--- src/rtl/addsub_pkg.sv ---
// Shared opcode encoding and overflow helper for the add/subtract accumulator block.
package addsub_pkg;

    typedef enum logic [2:0] {
        OP_ADD     = 3'd0,
        OP_SUB     = 3'd1,
        OP_ACC_ADD = 3'd2,
        OP_ACC_SUB = 3'd3,
        OP_CLR     = 3'd4
    } op_t;

    // Two's complement overflow from the operand and result sign bits.
    function automatic logic calc_sov(
        input logic a_msb,
        input logic b_msb,
        input logic f_msb,
        input logic sub
    );
        logic sov_v;
        if (sub) begin
            sov_v = (a_msb & ~b_msb & ~f_msb) | (~a_msb & b_msb & f_msb);
        end else begin
            sov_v = (~a_msb & ~b_msb & f_msb) | (a_msb & b_msb & ~f_msb);
        end
        return sov_v;
    endfunction

endpackage

--- src/rtl/addsub_core.sv ---
// Combinational WIDTH-bit adder/subtractor with carry/borrow and signed overflow outputs.
module addsub_core
    import addsub_pkg::*;
#(
    parameter int WIDTH = 4
) (
    input  logic [WIDTH-1:0] a,
    input  logic [WIDTH-1:0] b,
    input  logic             sub,
    output logic [WIDTH-1:0] f,
    output logic             uov,
    output logic             sov
);

    logic [WIDTH:0] r_s;

    // Extended-width arithmetic; the top bit is carry for add and borrow for subtract.
    always_comb begin
        if (sub) begin
            r_s = {1'b0, a} - {1'b0, b};
        end else begin
            r_s = {1'b0, a} + {1'b0, b};
        end
        f   = r_s[WIDTH-1:0];
        uov = r_s[WIDTH];
        sov = calc_sov(a[WIDTH-1], b[WIDTH-1], r_s[WIDTH-1], sub);
    end

endmodule

--- src/rtl/addsub_accum_pipe.sv ---
// Registered add/subtract unit with valid/ready handshake, accumulator and sticky overflow flags.
module addsub_accum_pipe
    import addsub_pkg::*;
#(
    parameter int               WIDTH    = 4,
    parameter logic [WIDTH-1:0] ACC_INIT = {WIDTH{1'b0}}
) (
    input  logic             clk,
    input  logic             rst,
    input  logic             in_valid,
    output logic             in_ready,
    input  logic [2:0]       in_op,
    input  logic [WIDTH-1:0] in_a,
    input  logic [WIDTH-1:0] in_b,
    output logic             out_valid,
    input  logic             out_ready,
    output logic [WIDTH-1:0] out_f,
    output logic             out_uov,
    output logic             out_sov,
    output logic [WIDTH-1:0] acc,
    output logic             sticky_uov,
    output logic             sticky_sov,
    input  logic             sticky_clr
);

    logic             out_valid_r;
    logic [WIDTH-1:0] out_f_r;
    logic             out_uov_r;
    logic             out_sov_r;
    logic [WIDTH-1:0] acc_r;
    logic             sticky_uov_r;
    logic             sticky_sov_r;

    logic             acc_op_s;
    logic             sub_s;
    logic             clr_s;
    logic             accept_s;
    logic             out_fire_s;
    logic [WIDTH-1:0] a_s;
    logic [WIDTH-1:0] core_f_s;
    logic             core_uov_s;
    logic             core_sov_s;
    logic [WIDTH-1:0] f_next_s;
    logic             uov_next_s;
    logic             sov_next_s;

    assign in_ready   = !out_valid_r || out_ready;
    assign accept_s   = in_valid && in_ready;
    assign out_fire_s = out_valid_r && out_ready;

    assign out_valid  = out_valid_r;
    assign out_f      = out_f_r;
    assign out_uov    = out_uov_r;
    assign out_sov    = out_sov_r;
    assign acc        = acc_r;
    assign sticky_uov = sticky_uov_r;
    assign sticky_sov = sticky_sov_r;

    // Opcode decode; unknown encodings fall back to a plain add.
    always_comb begin
        acc_op_s = 1'b0;
        sub_s    = 1'b0;
        clr_s    = 1'b0;
        case (in_op)
            OP_ADD: begin
                sub_s = 1'b0;
            end
            OP_SUB: begin
                sub_s = 1'b1;
            end
            OP_ACC_ADD: begin
                acc_op_s = 1'b1;
            end
            OP_ACC_SUB: begin
                acc_op_s = 1'b1;
                sub_s    = 1'b1;
            end
            OP_CLR: begin
                clr_s = 1'b1;
            end
            default: begin
                sub_s = 1'b0;
            end
        endcase
    end

    // Accumulate ops take the live accumulator as A, so back-to-back ops chain without stalls.
    always_comb begin
        if (acc_op_s) begin
            a_s = acc_r;
        end else begin
            a_s = in_a;
        end
    end

    addsub_core #(
        .WIDTH (WIDTH)
    ) u_core (
        .a   (a_s),
        .b   (in_b),
        .sub (sub_s),
        .f   (core_f_s),
        .uov (core_uov_s),
        .sov (core_sov_s)
    );

    // Clear emits the reset accumulator value with both overflow flags low.
    always_comb begin
        if (clr_s) begin
            f_next_s   = ACC_INIT;
            uov_next_s = 1'b0;
            sov_next_s = 1'b0;
        end else begin
            f_next_s   = core_f_s;
            uov_next_s = core_uov_s;
            sov_next_s = core_sov_s;
        end
    end

    // Output register: loads on input transfer, empties on output transfer, otherwise holds.
    always_ff @(posedge clk or posedge rst) begin
        if (rst) begin
            out_valid_r <= 1'b0;
            out_f_r     <= {WIDTH{1'b0}};
            out_uov_r   <= 1'b0;
            out_sov_r   <= 1'b0;
        end else if (accept_s) begin
            out_valid_r <= 1'b1;
            out_f_r     <= f_next_s;
            out_uov_r   <= uov_next_s;
            out_sov_r   <= sov_next_s;
        end else if (out_fire_s) begin
            out_valid_r <= 1'b0;
        end
    end

    // Accumulator updates on the same edge its result registers.
    always_ff @(posedge clk or posedge rst) begin
        if (rst) begin
            acc_r <= ACC_INIT;
        end else if (accept_s && clr_s) begin
            acc_r <= ACC_INIT;
        end else if (accept_s && acc_op_s) begin
            acc_r <= core_f_s;
        end
    end

    // Sticky flags: a new overflow beats sticky_clr, an accepted clear op beats everything.
    always_ff @(posedge clk or posedge rst) begin
        if (rst) begin
            sticky_uov_r <= 1'b0;
            sticky_sov_r <= 1'b0;
        end else if (accept_s && clr_s) begin
            sticky_uov_r <= 1'b0;
            sticky_sov_r <= 1'b0;
        end else begin
            sticky_uov_r <= (sticky_uov_r & ~sticky_clr) | (accept_s & uov_next_s);
            sticky_sov_r <= (sticky_sov_r & ~sticky_clr) | (accept_s & sov_next_s);
        end
    end

endmodule

--- config.mk ---
export PLATFORM = sky130hd
export DESIGN_NAME = addsub_accum_pipe
export DESIGN_NICKNAME = d
export VERILOG_FILES = /design/src/rtl/addsub_pkg.sv /design/src/rtl/addsub_core.sv /design/src/rtl/addsub_accum_pipe.sv
export SDC_FILE = /design/constraint.sdc
export NUM_CORES = 1
export LEC_CHECK = 0
export ABC_CLOCK_PERIOD_IN_PS = 2200
export BUFFER_PORTS_ARGS = -buffer_cell sky130_fd_sc_hd__buf_2
export CORE_ASPECT_RATIO = 0.8
export CORE_MARGIN = 1.5
export CORE_UTILIZATION = 44
export CTS_BUF_LIST = sky130_fd_sc_hd__clkbuf_8 sky130_fd_sc_hd__clkbuf_16
export DETAILED_ROUTE_END_ITERATION = 10
export GPL_ROUTABILITY_DRIVEN = 0
export PLACE_DENSITY_LB_ADDON = 0.15
export REMOVE_ABC_BUFFERS = 1
export SKIP_LAST_GASP = 1
export SYNTH_ARGS = -nofsm -noshare
export SYNTH_HDL_FRONTEND = slang
export SYNTH_SLANG_ARGS = --single-unit
--- constraint.sdc ---
create_clock -name clk -period 2.2 [get_ports clk]
set_input_delay 0.33 -clock clk [delete_from_list [all_inputs] [get_ports clk]]
set_output_delay 0.33 -clock clk [all_outputs]
set_load 0.1 [all_outputs]
==> flow_summary.ini <==
[run_status]
status = completed

[clocking]
postCtsResizedCells = 0
insertion_delay_ps = 250
clock-root-buffer = clkbuf_8
cts.clk_slew.worst_paths_ps = 60
clock_sinks = 13
cts_tree = built
postCtsSetupRepairBufs = 0
hold_buffers = 0
clockBufferDepth = 2
numCtsBuffers = 3
htree_num_levels = 1

[critical_path]
regToRegEndpoint = out_uov
rr_startpoint = acc[1]
critPathArrivalTime_ps = 2190
crit_type = input port to flip-flop
r2r_cells = 6
worst_setup_path_end_kind = flip-flop
r2r_slack_ps = 180
critical_path_required_ps = 2320
cp_max_fo = 4
start_kind = input port

[pwr]
p_total_mw = 1.35
p_leak_nw = 0.607
p_sw_share_pct = 54.9
cellPowerDensity_nw_per_um2 = 1100
p_int_mw = 0.609
seqPwrFrac_pct = 24.5
ir_worst_vdd_mv = 0.804
combPwrFrac_pct = 59.3
power_frac_clock_pct = 16.1
p_sw_mw = 0.742

[timing]
rsz0062_at_grt = false
worst_pin_slew_ps = 517
period_needed_ps = 2070
hold_violations = 0
period_share_pct = 94.0
tns_ps = 0
whs_ps = 98.4
slew_viol_final = 0
slew_headroom_pct = 65.4
skew_ps = 2.24
max_freq_mhz = 483
setup_viol = 0

[routing]
drtPass1Iterations = 4
drc_errors = 0
finalWirelength_mm = 2.17
wl_met2_um = 978
vias = 837
vias_per_cell = 5.20
met1Wirelength_mm = 1.07
drtIter0Drc = 15
wl_per_cell_um = 13.5
antenna_left = 0
routed-wl-met3_um = 103
highest_layer = met4

[synthesis]
ys_seq_area_share_pct = 34.2
synth.top_cell.area_share_pct = 34.2
ys_ff_latch = 13
synth_area_leaders = dfrtp_1 (34%), ha_1 (6.6%), nand2_1 (4.3%)
synth_area_um2 = 952
yosysTopAreaCell = dfrtp_1
synth-async-reset-ratio_pct = 100
synth_edf_count = 0
syn-instance-count = 97
synthDistinctLibCells = 40
yosys_warnings = 0
syn_avg_cell_area_um2 = 9.82
ys.flop_type = dfrtp_1

[die]
core_um2 = 1960
ios = 30
die_x_um = 55.0
core.rowCount = 14
dieArea_um2 = 2450
start_util_pct = 48.5
fp.dieH_um = 44.6

[global_routing]
grt_pass1_wl_mm = 3.64
grt_max_degree = 14
grtUsageTotal_pct = 21.4
grt-ovfl-total = 0
grt_pass1_vias = 792
grt_antenna_before_repair = 0

[finish]
stdcell_count = 161
n_antenna_cell = 0
areaGrowthSynthToFinish_pct = 28.5
drive_above_1_share_pct = 37.2
final_nets = 160
design_area_um2 = 1220

[placement]
place_hpwl_mm = 1.78
portBuffers = 29
dpl_cell_area_um2 = 1180
placedCellCount = 157

[job]
drv_cap = 0

[worst_hold_path]
hold_path.class = input port to asynchronous set/reset pin
-- worst max-delay path by stage --
stage,depth (start not counted),slack [ps],end,from
finish,8,130,out_uov,in_op[2]
global route,10,10,out_uov,in_op[2]
CTS,8,110,out_uov,in_op[2]
detailed placement,8,-140,out_uov,in_op[2]
global placement,8,-50,sticky_uov,in_op[2]
floorplan,6,-240,sticky_sov,acc[2]
-- flip-flops by register name (all words and copies together) (netlist names) --
name and cells:
sticky_uov 1, out_sov 1, acc 4, sticky_sov 1
out_valid 1, out_f 4, out_uov 1
-- worst max-delay path, cell delays in order --
cell      delay (ps)
buf_2            100
nand2b_1         200
mux2_2           390
fa_1             470
a21o_1           210
a21oi_1          190
xnor2_1          180
o21ai_0          120
-- kinds of logic after synthesis --
group	after synthesis	synth area share, %
simple gates	33	19.2
compound gates	24	19.6
flops	13	34.2
buf+inv	10	5.26
xor+xnor	6	6.31
fa+ha+maj	6	8.67
mux	5	6.83
-- power groups by stage --
stage	Sequential, mW	Combinational (mW)	Clock (mW)
after floorplan	0.748	0.224	0
after global placement	0.332	0.795	0
after detailed placement	0.336	0.804	0
after CTS	0.333	0.806	0.224
after global routing	0.343	0.847	0.235
final	0.331	0.802	0.218
-- synthesized netlist by cell type, types with 3 or more instances --
cell type and instances:
a21oi_1 5, dfrtp_1 13, ha_1 5, inv_1 6
nand2_1 11, nand2b_1 3, nor2_1 4, nor2b_1 3
o21ai_0 4, o31ai_1 4, xnor2_1 4
-- layer usage --
layer / track usage (%) / vias up
met2: 33.1 / 26
met5: 0 / -
met3: 6.08 / 2
li1: - / 429
met1: 28.5 / 380
met4: 7.32 / 0
-- cell usage in the layout, fill, tap and decap left out, types with 4 or more instances in the layout --
cell      n
o21ai_0   4
nand2_1  11
buf_4    10
o31ai_1   4
dfrtp_1  13
ha_1      5
nor2_1    4
xnor2_1   4
buf_2    29
inv_1     7
a21oi_1   5
-- metrics by stage --
stage	setup WS [ps]	utilization (%)
6_report	131	62.4
5_1_grt	10.4	62.4
4_1_cts	113	62.4
3_5_place_dp	-143	60.1
3_3_place_gp	-46.7	60.1
2_1_floorplan	-245	-
-- area by class of cell --
cell class	instances	area (um2)
tap	24	30.0
clock buffer	3	41.3
clock inverter	1	3.75
sequential	13	325
inverter	7	26.3
timing repair buffer	39	220
fill	194	738
multi-input combinational	74	577
No activity file was read; power rests on OpenSTA's default activity.
